`config.mk`:
```
export PLATFORM = sky130hd
export DESIGN_NAME = piano_synth
export DESIGN_NICKNAME = d
export VERILOG_FILES = /design/src/rtl/piano_synth.sv
export SDC_FILE = /design/constraint.sdc
export NUM_CORES = 1
export LEC_CHECK = 0
export CAP_MARGIN = 20
export CORE_MARGIN = 2
export CORE_UTILIZATION = 35
export DETAILED_ROUTE_END_ITERATION = 16
export MAX_ROUTING_LAYER = met4
export PLACE_DENSITY = 0.57
export RECOVER_POWER = 50
export REMOVE_ABC_BUFFERS = 1
export SLEW_MARGIN = 20
export SYNTH_ARGS = -nofsm -noshare
export SYNTH_HDL_FRONTEND = slang
export SYNTH_SLANG_ARGS = --single-unit
```
`constraint.sdc`:
```
create_clock -name CLK -period 4.65 [get_ports CLK]
set_clock_uncertainty 0.05 [all_clocks]
set_input_delay 0.93 -clock CLK [delete_from_list [all_inputs] [get_ports CLK]]
set_output_delay 0.93 -clock CLK [all_outputs]
set_load 0.1 [all_outputs]
```
`src/rtl/piano_synth.sv`:
```
`timescale 1ns/1ps
// piano_synth: monophonic square-wave tone generator driven by debounced key
// switches, with two note-priority modes, octave shift and release sustain.
module piano_synth #(
   parameter int NUM_KEYS = 8,
   parameter int CNT_W = 18,
   parameter logic [NUM_KEYS*CNT_W-1:0] HALF_PERIODS = {
      18'd191110, 18'd170265, 18'd151685, 18'd143172,
      18'd127551, 18'd113636, 18'd101239, 18'd95556},
   parameter int DEB_CYC = 1000000,
   parameter int SUS_CYC = 25000000
) (
   input  logic                          CLK,
   input  logic                          RESET_N,
   input  logic [NUM_KEYS-1:0]           sw,
   input  logic                          mode,
   input  logic [1:0]                    oct,
   output logic                          FREQ,
   output logic [NUM_KEYS-1:0]           Led,
   output logic [$clog2(NUM_KEYS)-1:0]   NOTE,
   output logic                          ACTIVE
);

   localparam int NOTE_W = $clog2(NUM_KEYS);
   localparam int HALF_W = CNT_W + 1;
   localparam int DEB_W = (DEB_CYC > 1) ? $clog2(DEB_CYC) : 1;
   localparam logic [DEB_W-1:0] DEB_LAST = DEB_W'(DEB_CYC - 1);
   localparam int SUS_W = (SUS_CYC > 1) ? $clog2(SUS_CYC) : 1;
   localparam logic [SUS_W-1:0] SUS_LAST = SUS_W'((SUS_CYC > 0) ? SUS_CYC - 1 : 0);

   typedef enum logic [1:0] {IDLE, PLAY, SUSTAIN} state_t;

   state_t              state;
   logic [NUM_KEYS-1:0] sync1, sync2, deb, deb_d, press;
   logic [NOTE_W-1:0]   last_q, note_q, sel, low_held, low_press;
   logic [NUM_KEYS-1:0] sel_led;
   logic                any_key;
   logic [CNT_W-1:0]    tbl;
   logic [HALF_W-1:0]   half, tone_cnt, run_cnt;
   logic                tone_wrap, run_freq;
   logic [SUS_W-1:0]    sus_cnt;

   always_ff @(posedge CLK or negedge RESET_N) begin
      if (!RESET_N) begin
         sync1 <= '0;
         sync2 <= '0;
      end else begin
         sync1 <= sw;
         sync2 <= sync1;
      end
   end

   // The counter only runs while the synchronised key disagrees with its
   // debounced value, so any bounce back restarts the stability window.
   for (genvar k = 0; k < NUM_KEYS; k++) begin : g_deb
      logic             deb_r;
      logic [DEB_W-1:0] deb_cnt;

      always_ff @(posedge CLK or negedge RESET_N) begin
         if (!RESET_N) begin
            deb_r   <= 1'b0;
            deb_cnt <= '0;
         end else if (sync2[k] == deb_r) begin
            deb_cnt <= '0;
         end else if (deb_cnt == DEB_LAST) begin
            deb_r   <= sync2[k];
            deb_cnt <= '0;
         end else begin
            deb_cnt <= deb_cnt + 1'b1;
         end
      end

      assign deb[k] = deb_r;
   end

   always_ff @(posedge CLK or negedge RESET_N) begin
      if (!RESET_N) begin
         deb_d  <= '0;
         last_q <= '0;
      end else begin
         deb_d <= deb;
         if (|press) last_q <= low_press;
      end
   end

   // Last-pressed priority falls back to the lowest held key once the
   // remembered key is no longer held.
   always_comb begin
      press     = deb & ~deb_d;
      any_key   = |deb;
      low_held  = '0;
      low_press = '0;
      for (int i = NUM_KEYS - 1; i >= 0; i--) begin
         if (deb[i])   low_held  = NOTE_W'(i);
         if (press[i]) low_press = NOTE_W'(i);
      end
      sel = low_held;
      if (mode) begin
         if (|press)           sel = low_press;
         else if (deb[last_q]) sel = last_q;
      end
      sel_led = NUM_KEYS'(1) << sel;
   end

   always_comb begin
      tbl = HALF_PERIODS[int'(note_q) * CNT_W +: CNT_W];
      case (oct)
         2'd0:    half = {1'b0, tbl};
         2'd1:    half = {2'b0, tbl[CNT_W-1:1]};
         2'd2:    half = {3'b0, tbl[CNT_W-1:2]};
         default: half = {tbl, 1'b0};
      endcase
      if (half == '0) half = HALF_W'(1);
      tone_wrap = tone_cnt >= half - 1'b1;
      run_cnt   = tone_wrap ? '0 : tone_cnt + 1'b1;
      run_freq  = tone_wrap ? ~FREQ : FREQ;
   end

   // A note change clears the tone counter but keeps FREQ at its level, so
   // the new pitch starts a fresh half-period without a short pulse.
   always_ff @(posedge CLK or negedge RESET_N) begin
      if (!RESET_N) begin
         state    <= IDLE;
         note_q   <= '0;
         tone_cnt <= '0;
         sus_cnt  <= '0;
         FREQ     <= 1'b0;
         Led      <= '0;
         NOTE     <= '0;
         ACTIVE   <= 1'b0;
      end else begin
         case (state)
            IDLE: begin
               tone_cnt <= '0;
               FREQ     <= 1'b0;
               if (any_key) begin
                  state  <= PLAY;
                  note_q <= sel;
                  Led    <= sel_led;
                  NOTE   <= sel;
                  ACTIVE <= 1'b1;
               end
            end
            PLAY: begin
               if (!any_key) begin
                  if (SUS_CYC == 0) begin
                     state    <= IDLE;
                     tone_cnt <= '0;
                     FREQ     <= 1'b0;
                     Led      <= '0;
                     NOTE     <= '0;
                     ACTIVE   <= 1'b0;
                  end else begin
                     state    <= SUSTAIN;
                     sus_cnt  <= '0;
                     tone_cnt <= run_cnt;
                     FREQ     <= run_freq;
                  end
               end else if (sel != note_q) begin
                  note_q   <= sel;
                  Led      <= sel_led;
                  NOTE     <= sel;
                  tone_cnt <= '0;
               end else begin
                  tone_cnt <= run_cnt;
                  FREQ     <= run_freq;
               end
            end
            SUSTAIN: begin
               if (any_key) begin
                  state <= PLAY;
                  if (sel != note_q) begin
                     note_q   <= sel;
                     Led      <= sel_led;
                     NOTE     <= sel;
                     tone_cnt <= '0;
                  end else begin
                     tone_cnt <= run_cnt;
                     FREQ     <= run_freq;
                  end
               end else if (sus_cnt == SUS_LAST) begin
                  state    <= IDLE;
                  tone_cnt <= '0;
                  FREQ     <= 1'b0;
                  Led      <= '0;
                  NOTE     <= '0;
                  ACTIVE   <= 1'b0;
               end else begin
                  sus_cnt  <= sus_cnt + 1'b1;
                  tone_cnt <= run_cnt;
                  FREQ     <= run_freq;
               end
            end
            default: state <= IDLE;
         endcase
      end
   end

endmodule

```
Word level (Yosys, flattened, before mapping)
Cells that the tools add are included.
- register bits after elaboration: 257
- bits in latches: 0
- bits in writable memories: 0
- ROM bits: 0
- input port bits: 13
- output and inout bits: 13
- word-level logic and storage cells: 188
- memories: 0
- $add $sub $neg: 11
- $mul: 1
- div/mod/pow operators: 0
- $lt $le $gt $ge: 2
- equal/unequal tests: 31
- shifts and indexed selects: 2
- mux-type cells: 79
- bitwise gates (word level): 11
- reduce and logical (&&, ||, !) cells: 23
- operator list (kind ; count):
    2-to-1 mux 20 bit ; 16
    adder 20 x 1 -> 20 bit, second input constant ; 8
    == test 20 bit, second input constant ; 8
    indexed part select 144 x 9 -> 18 bit, first input constant ; 1
    2-to-1 mux 19 bit ; 6
    case mux 19 bit (3 select lines) ; 2
    2-to-1 mux 3 bit ; 26
    2-to-1 mux 25 bit ; 3
    case mux 25 bit (2 select lines) ; 1
    2-to-1 mux 8 bit ; 5
    adder 25 x 1 -> 25 bit, second input constant ; 1
    == test 25 bit, second input constant ; 1
    case mux 8 bit (3 select lines) ; 1
    adder 19 x 1 -> 19 bit, second input constant ; 1
    greater-or-equal comparator 19 bit ; 1
    logical NOT 19 bit ; 1
    subtractor 19 x 1 -> 19 bit, second input constant ; 1
    AND reduction 2 bit ; 8
    AND reduction 4 bit ; 4
    OR reduction 8 bit ; 2
    inequality test 2 bit, second input constant ; 6
    2-to-1 mux 1 bit ; 9
    NOT 1 bit ; 9
    case mux 3 bit (3 select lines) ; 1
    other kinds (22) ; 38

Longest topological paths before layout
Gate-level depths: netlist (run 1).
- depth in word-level cells: 16
- gate-level depth with buffers: 25
- depth with buffers taken out: 22

Least setup slack after synthesis (run 1)
Ideal clock, no wire load.
- path kind: input port to flip-flop
- start: input oct[0]
- end: register tone_cnt[2]
- library setup time: 0.126 ns
- arrival: 5.305 ns
- required time: 4.474 ns
- path slack: -0.832 ns
- stages: 22
- path buffers: 4
- cell sequence: clkbuf_1 > clkbuf_1 > clkbuf_1 > nor2_1 > a22oi_1 > o311ai_0 > o21ai_0 > ha_1 > nand2b_1 > nor4b_1 > and3_1 > nand4_1 > xor2_1 > ha_1 > nand4_1 > nor4_1 > nor4_1 > a31oi_1 > nand2b_1 > clkbuf_1 > a21oi_2 > a221o_1
- word-level cells in the longest chain between the ends: 10
- elaborated cells on any way between the ends: 14
- those cells by class: add/sub: 1; order compare: 1; eq/ne: 2; mux: 8; reduce/logical: 2
- RTL lines (what ; line ; RTL):
    start, declared ; 17 ; input logic [1:0] oct,
    == test 2 bit, or another cell as far along ; 107 ; case (oct)
    case mux 19 bit (3 select lines) * ; 107 ;
    logical NOT 19 bit ; 113 ; if (half == '0) half = HALF_W'(1);
    2-to-1 mux 19 bit * ; 113 ;
    subtractor 19 x 1 -> 19 bit * ; 114 ; tone_wrap = tone_cnt >= half - 1'b1;
    greater-or-equal comparator 19 bit * ; 114 ;
    2-to-1 mux 19 bit * ; 115 ; run_cnt = tone_wrap ? '0 : tone_cnt + 1'b1;
    2-to-1 mux 19 bit, on equally long branches ; 181, 159, 172 ;
    2-to-1 mux 19 bit, on equally long branches ; 170, 145 ;
    case mux 19 bit (3 select lines) * ; 132 ; case (state)
    end signal, assigned ; 165 ; tone_cnt <= run_cnt;
    end signal, assigned ; 178 ; tone_cnt <= run_cnt;
    end signal, assigned ; 190 ; tone_cnt <= run_cnt;
    end, declared ; 39 ; logic [HALF_W-1:0] half, tone_cnt, run_cnt;
Every way passes the cells marked *; elsewhere a longest branch is shown, timed or not.
A chain may end at the register's enable or synchronous reset.

Worst setup path in the final report (run 1)
- start: register note_q[0]
- end: register tone_cnt[6]
- word-level cells in the longest chain between the ends: 11
- elaborated cells on any way between the ends: 14
- those cells by class: add/sub: 1; mul: 1; order compare: 1; eq/ne: 1; shift: 1; mux: 8; reduce/logical: 1
- RTL lines (what ; line ; RTL):
    start, declared ; 35 ; logic [NOTE_W-1:0] last_q, note_q, sel, low_held, low_press;
    start signal, assigned ; 138 ; note_q <= sel;
    start signal, assigned ; 160 ; note_q <= sel;
    start signal, assigned ; 173 ; note_q <= sel;
    multiplier 3 x 4 -> 7 bit ; 106 ; tbl = HALF_PERIODS[int'(note_q) * CNT_W +: CNT_W];
    indexed part select 144 x 9 -> 18 bit ; 106 ;
    case mux 19 bit (3 select lines) ; 107 ;
    logical NOT 19 bit ; 113 ;
    2-to-1 mux 19 bit ; 113 ;
    subtractor 19 x 1 -> 19 bit ; 114 ;
    greater-or-equal comparator 19 bit ; 114 ;
    2-to-1 mux 19 bit ; 115 ;
    2-to-1 mux 19 bit, on equally long branches ; 181, 159, 172 ;
    2-to-1 mux 19 bit, on equally long branches ; 170, 145 ;
    case mux 19 bit (3 select lines) * ; 132 ;
Marks and branches as above.

==> impl_results.md, run 1 <==
* Status: finished, violations left
* Failing checks: capacitance limit, slew limit
* Total power at 5070 µW
* P per Cell Area at 314.6 nW/µm²
* IO Pins at 26
* Fmax at 0.2303 GHz
* Drt total wl at 27930 µm
* Slew Viols, Final at between 100 and 150
* Most frequent cells in the layout: 256 x dfrtp_1, 218 x nor2_1, 112 x nand2_1
* Dpl cells at approximately 2000
* HPWL Detailed at around 19000 µm
* FF-to-FF setup slack at 0.31 ns
* Area of the die at about 41000 µm²
* Worst VDD drop at 0.2644 mV
* FF-to-FF Start: note_q[0]$_DFFE_PN0P_
* Worst Setup SP: note_q[0]$_DFFE_PN0P_
* Reg-to-reg endpoint: tone_cnt[6]$_DFFE_PN0P_
* Chip height at 202.3 µm
* Wire per inst at 13.64 µm
* Detailed Route Iter0 Violations at 551
* Clock Tree Root: clkbuf_16
* Worst Hold Class: reg2reg
* # H-tree levels at 1
* Cell mode on critical path: buf_4
* First drt pass iteration count at 5
* Hold endpoint: sync2[1]$_DFF_PN0_
* Worst EP arrival at ~4.7 ns
* Syn Area/Cell at 9.535 µm²
* Vias per cell at roughly 5.1
* #FFs+latches synth at 257
* CTS tree: yes
* Clock net sink count at 257
* Hold slack at 0.2965 ns
* Initial antenna violation count at 0
* Effective utilization at floorplan at 0.3552
* Leak at 0.006967 µW
* Combinational Power Share at 0.044
* Worst Tran Pin Value at 3.043 ns
* Synth Cell Area at 13760 µm²
* Detail Route Antenna Nets at 0
* Via Count at a little over 10000
* Slowest Stage Delay on Critical Path at 0.40 ns
* Crit. path cell count at 23
* Internal power at 3962 µW
* Startpoint Class: flip-flop
* Core Area at 38740 µm²
* Critical-path cell list: buf_4 > ha_2 > nor2_1 > nor2_1 > a22oi_1 > o311ai_1 > o21ai_1 > ha_2 > nand2b_4 > nor4b_4 > and3_1 > buf_4 > nand2_1 > xnor2_1 > ha_1 > nand4_1 > nor4_2 > nor4_2 > a31oi_1 > nand2b_4 > a21oi_2 > buf_4 > a221o_1
* Critical Path Slowest Stage Cell: dfrtp_1
* Global-route wire length before repair at 48540 µm
* Post-Place Setup Slack at -0.8090 ns
* CP top delay family: simple AND/OR/NAND/NOR gates
* Port Buf Inserts at 25
* Nets at 1560
* Worst hold path stage count at 0
* FF-to-FF path depth at 23
* Crit-path max FO at 6
* Final GP Congestion at 0.8173
* Fin worst setup slack at 0.3084 ns
* ANT cells at 0
* Setup Viol. Count Final at 0
* Final Critical Period at 4.342 ns
* Kind of end point of the critical path: flip-flop
* Post-synthesis sequential area ratio at 0.4674
* Period utilization at 0.9337
* Vias in the first global route at 10139
* Max Cap Viol at 1
* Sw Share at 0.2186
* Filler cell count at ~3800
* Num CTS Buffers at 29
* Post-synth EDFFs at 0
* Max clock buf depth at 3
* Synth cell types at 71
* GRT Residual Overflow at 0
* Non-filler cells, final at 2047
* Top FF cell, synth: dfrtp_1
* P&R area growth vs syn at 17.11%
* Post-synthesis async set-or-reset flop share at 1.000
* Synth warnings at 0
* WP data required at 5.05 ns
* Core Rows at 72
* Drt drc at 0
* GRT Overall Usage at 0.1422
* Clock Power Share at 0.505
* Post-synthesis cell count at 1443
* P_sw at 1108 µW
* Die Wd at roughly 200 µm
* Slew HR at -1.029
* Seq pwr share at 0.451
* Clock-pin slew on the worst setup and hold paths at 0.06 ns
* Largest net degree at the start of global routing at 123
* Clk_lat worst skew at around 0.57 ns
* Worst Path Buf+Inv at 3
* Final core utilization at 0.4160
* Hold-fix buffers, CTS at 0
* Crit Path Class: reg2reg
* Share of layout cells above drive strength 1 at 0.1092
* Final Hold Vio Count at 0
* Commonest non-fill, non-tap cell in the layout: dfrtp_1
* Min-delay src: sync1[1]$_DFF_PN0_
==> how the worst max path moves through the flow <==
stage,end,slack (ns)
floorplan,tone_cnt[12]$_DFFE_PN0P_,-0.18
global placement,tone_cnt[2]$_DFFE_PN0P_,-0.70
detailed placement,tone_cnt[3]$_DFFE_PN0P_,-0.81
CTS,tone_cnt[3]$_DFFE_PN0P_,0.004
global route,tone_cnt[2]$_DFFE_PN0P_,-0.01
finish,tone_cnt[6]$_DFFE_PN0P_,0.31
==> cell families (layout without fill, tap and decap cells) <==
kind of cell / after synthesis / count (layout) / share of synthesized area
buf+inv: 88 / 174 / 0.02601
fa+ha+maj: 40 / 40 / 0.03637
mux: 16 / 16 / 0.01764
flops: 257 / 257 / 0.4674
simple gates: 646 / 646 / 0.2332
xor+xnor: 151 / 151 / 0.09612
compound gates: 245 / 245 / 0.1232
==> area by class of cell <==
type | instances | area, µm² | area share
Clock inverter | 14 | 242.7 | 0.01506
Tap cell | 518 | 648.1 | 0.04022
Timing Repair Buffer | 84 | 693.2 | 0.04302
Multi-Input combinational cell | 1098 | 7106 | 0.4410
Sequential cell | 257 | 6432 | 0.3992
Clock buffer | 39 | 853.3 | 0.05295
Inverter | 37 | 138.9 | 0.008619
==> flip-flops by register name, summed over array words and instances, names as in the netlist, 3 cells and up <==
register,flops
sync2,8
g_deb.deb_cnt,160
tone_cnt,19
sync1,8
sus_cnt,25
deb_d,8
g_deb.deb_r,8
Led,8
note_q,3
NOTE,3
last_q,3
==> per-stage QoR <==
| step | setup TNS [ns] | area [µm²] |
|---|---|---|
| floorplan | -1.799 | 13540 |
| global placement | -11.27 | 14900 |
| detailed placement | -13.04 | 14900 |
| CTS | 0 | 16010 |
| global route | -0.02393 | 16110 |
| finish | 0 | 16110 |
==> power by group through the flow <==
| stage | registers (µW) | clock network [µW] | logic, µW |
|---|---|---|---|
| after floorplan | 2340 | 0 | 89.6 |
| after global placement | 2320 | 0 | 227 |
| after detailed placement | 2330 | 0 | 231 |
| after CTS | 2290 | 2640 | 232 |
| after global routing | 2290 | 2730 | 255 |
| final | 2290 | 2560 | 223 |
==> Yosys cell counts (5+ instances only) <==
cell type  instances  area [µm²]
a211oi_1           6       45.04
xor2_1            82       718.2
nand2b_1          18       112.6
nand4_1           32       200.2
a21oi_1           60       300.3
nor3_1            12       60.06
a2111oi_2          5       75.07
and4_1             8       70.07
o21a_1             5       37.54
ha_1              40       500.5
o31ai_1            5       37.54
or3_1             38       237.7
a32o_1             8       80.08
inv_1             36       135.1
nor4bb_1           5       50.05
and3_1            58       362.9
mux4_2             6       135.1
mux2_2             6       67.56
nor2b_1           11       68.82
clkbuf_1          42       157.7
nor4_1            13       81.33
a221oi_1           7       61.31
o211ai_1          12       90.09
dfrtp_1          257        6431
nor2_1           219       822.0
nand2_1          112       420.4
and2_1            17       106.4
or2_2              9       56.30
a31oi_1            5       31.28
o21ai_0           72       360.4
a221o_1            9       90.09
nand3_1           73       365.4
a21o_1            11       82.58
nor4b_1           11       96.34
xnor2_1           69       604.3
==> per-layer routing <==
layer  wire length, µm  track usage
met1             13800       0.1926
met2             12710       0.2230
met3               847      0.02306
met4               571      0.03493
met5                 0            -
==> timing repair <==
action | 4_1_cts | 5_1_grt
resized for setup | 7 | 26
endpoints found under the hold margin | 0 | 0
setup buffers | 0 | 0
pin swaps | 0 | 6
endpoints found under the setup margin | 12 | 20
Power figures use the tool's default switching activity.
==> inputs of run 2 (changes only) <==
Settings changed: SLEW_MARGIN 20 to 10.
==> results of run 2 <==
Final layout, timing and power as in run 1 (identical DEF).
==> inputs of run 3 (changes only) <==
Settings changed: CELL_PAD_IN_SITES_DETAIL_PLACEMENT set to 0, CELL_PAD_IN_SITES_GLOBAL_PLACEMENT set to 1, PLACE_DENSITY 0.57 to 0.67.
==> run 3 against run 2 <==
The flow still finishes with violations (capacitance limit, slew limit). Sequential share of layout area fell by 0.11 points. Count of clock-buffer cells in the layout is 6 higher. Sequential cell count stayed put. Register-to-register slack got worse by 0.08 ns. Critical path type is now in2reg. Utilization increased by 0.12 points. Worst setup slack worse by 0.079 ns. Critical endpoint is now tone_cnt[16]$_DFFE_PN0P_. Non-clock buffer count is 7 higher. First-iteration DRC count grew 6.9%. Via count grew 1.3%. Combinational power up 3%.
==> impl_results.md, run 3 (synthesis results as in run 1) <==
* P per Cell Area at 298.3 nW/µm² (was 314.6 nW/µm²)
* Max Cap Viol at 1 (unchanged)
* Clock net sink count at 257 (unchanged)
* RSZ-0062 raised after global routing: yes
* Fmax at 0.2262 GHz (was 0.2303 GHz)
* Crit Path Class: in2reg (was reg2reg)
* Commonest non-fill, non-tap cell in the layout: dfrtp_1 (unchanged)
* Clk_lat worst skew at 0.55 ns (was 0.57 ns)
* Detail Route Antenna Nets at 0 (unchanged)
* Leak at 0.006927 µW (was 0.006967 µW)
* Dpl cells at 1999 (was 1994)
* Final core utilization at 0.4172 (was 0.4160)
* Final GP Congestion at 0.8005 (was 0.8173)
* IO Pins at 26 (unchanged)
* Core Area at 38740 µm² (unchanged)
* Total power at 4820 µW (was 5070 µW)
* # H-tree levels at 1 (unchanged)
* CTS tree: yes (unchanged)
* Period utilization at 0.9506 (was 0.9337)
* HPWL Detailed at 20230 µm (was 19130 µm)
* Startpoint Class: primary input (was flip-flop)
* Effective utilization at floorplan at 0.3552 (unchanged)
* Biggest regs: g_deb.deb_cnt x160, sus_cnt x25, tone_cnt x19 (unchanged)
* Chip height at 202.3 µm (unchanged)
* WP data required at 5.03 ns (was 5.05 ns)
* Worst EP arrival at 4.80 ns (was 4.74 ns)
* Drt drc at 0 (unchanged)
* Worst Hold Class: reg2reg (unchanged)
* P&R area growth vs syn at 17.45% (was 17.11%)
* Max clock buf depth at 3 (unchanged)
* Num CTS Buffers at 29 (unchanged)
* Slew HR at -0.6618 (was -1.029)
* Slew Viols, Final at 100 (was 123)
* Die Wd at 202.3 µm (unchanged)
* Status: finished, violations left (unchanged)
* Area of the die at 40920 µm² (unchanged)
* Vias per cell at 5.117 (was 5.073)
* Failing checks: capacitance limit, slew limit (unchanged)
* Worst Tran Pin Value at 2.493 ns (was 3.043 ns)
* Core Rows at 72 (unchanged)
* Via Count at 10521 (was 10384)
* Largest Register: g_deb.deb_cnt (unchanged)
* Final Critical Period at 4.420 ns (was 4.342 ns)
* Kind of end point of the critical path: flip-flop (unchanged)
* Clock-pin slew on the worst setup and hold paths at 0.06 ns (about the same)
* Drt total wl at 29460 µm (was 27930 µm)
* Initial antenna violation count at 1 (was 0)
* Vias in the first global route at 10339 (was 10139)
* Nets at 1567 (was 1560)
* Wire per inst at 14.33 µm (was 13.64 µm)
* Detailed Route Iter0 Violations at 589 (was 551)
* Non-filler cells, final at 2056 (was 2047)
* Worst VDD drop at 0.2559 mV (was 0.2644 mV)
* Setup Viol. Count Final at 0 (unchanged)
* GRT Residual Overflow at 0 (unchanged)
* Clock Tree Root: clkbuf_16 (unchanged)
* Most frequent cells in the layout: 256 x dfrtp_1, 216 x nor2_1, 111 x nand2_1 (was 256 x dfrtp_1, 218 x nor2_1, 112 x nand2_1)
* Global-route wire length before repair at 51090 µm (was 48540 µm)
* Final Hold Vio Count at 0 (unchanged)
* GRT Overall Usage at 0.1511 (was 0.1422)
* Share of layout cells above drive strength 1 at 0.1132 (was 0.1092)
* Crit-path max FO at 8 (was 6)
* Port Buf Inserts at 25 (unchanged)
* Max reg flops at 160 (unchanged)
* First drt pass iteration count at 5 (unchanged)
* Largest net degree at the start of global routing at 100 (was 123)
-- run 3: cell types whose count changed in the layout (fill, tap and decap cells not counted), moves of 2 or more --
cell        delta
a2111oi_2      -4
a2111oi_4      +4
buf_4          +3
bufinv_16      -4
clkbuf_1       +8
clkinv_4       -2
clkinvlp_4     +2
ha_2           -2
ha_4           +2
nor2_1         -2
nor2_2         +2
o21ai_0        -2
-- run 3: final timing paths --
check | startpoint | end | slack, ns | cells past startpoint
hold / removal | sync1[0]$_DFF_PN0_ | sync2[0]$_DFF_PN0_ | 0.29 | 0
hold reg to reg | sync1[0]$_DFF_PN0_ | sync2[0]$_DFF_PN0_ | 0.29 | 0
setup reg to reg | note_q[0]$_DFFE_PN0P_ | tone_cnt[16]$_DFFE_PN0P_ | 0.23 | 24
max in group asynchronous | RESET_N | g_deb[3].deb_cnt[10]$_DFF_PN0_ | 1.01 | 2
min in group asynchronous | RESET_N | g_deb[4].deb_cnt[16]$_DFF_PN0_ | 1.07 | 1
setup / recovery | oct[0] | tone_cnt[16]$_DFFE_PN0P_ | 0.23 | 23
-- run 3: where the power goes --
part,internal [µW],switching (µW)
sequential,2260,20.6
clock,1400,906
combinational,80.2,149
total,3740,1080
-- run 3: worst max-delay path, stage by stage --
cell           delay [ns]
dlygate4sd2_1        0.32
inv_1                0.11
o21ai_0              0.08
a22oi_1              0.16
o311ai_1             0.12
o21ai_1              0.13
ha_2                 0.24
nand2b_4             0.07
nor4b_4              0.24
buf_4                0.15
and3_4               0.18
buf_6                0.10
nand2_2              0.04
xnor2_1              0.12
ha_1                 0.29
nand4_1              0.12
nor4_2               0.34
nor4_2               0.09
a31oi_1              0.25
nand2b_4             0.22
a21oi_4              0.05
buf_6                0.14
a221o_1              0.31
-- run 3: cell type report --
| cell class | instances | area [µm²] |
|---|---|---|
| diodes | 1 | 2.502 |
| clock buffers | 45 | 875.8 |
| clock inverters | 9 | 103.9 |
| fillers | 3878 | 22580 |
| inverters | 37 | 138.9 |
| multi-input cells | 1098 | 7204 |
| flip-flops and latches | 257 | 6432 |
| well taps | 518 | 648.1 |
| repair buffers | 91 | 754.5 |
-- run 3: per-layer routing --
layer / vias up / track usage / routed length [µm]
li1: 5260 / - / -
met1: 5097 / 0.2088 / 14600
met2: 128 / 0.2329 / 13450
met3: 36 / 0.02386 / 930
met4: 0 / 0.03624 / 481
met5: - / - / 0
-- run 3: metrics by stage --
stage	instance area [µm²]	setup TNS, ns	setup slack, ns	hold slack [ns]
3_3_place_gp	14940	-12.72	-0.7620	0.2851
6_report	16160	0	0.2298	0.2931
5_1_grt	16160	-0.05724	-0.01376	0.3032
2_1_floorplan	13540	-1.799	-0.1838	0.2812
3_5_place_dp	14940	-15.08	-0.8888	0.2847
4_1_cts	15930	0	0.007553	0.2963
-- run 3: repair_timing --
action / in CTS / in global routing
pin swaps: 0 / 17
gates resized for setup: 9 / 47
setup buffers: 1 / 1
hold buffers: 0 / 0
endpoints found under the setup margin: 19 / 19
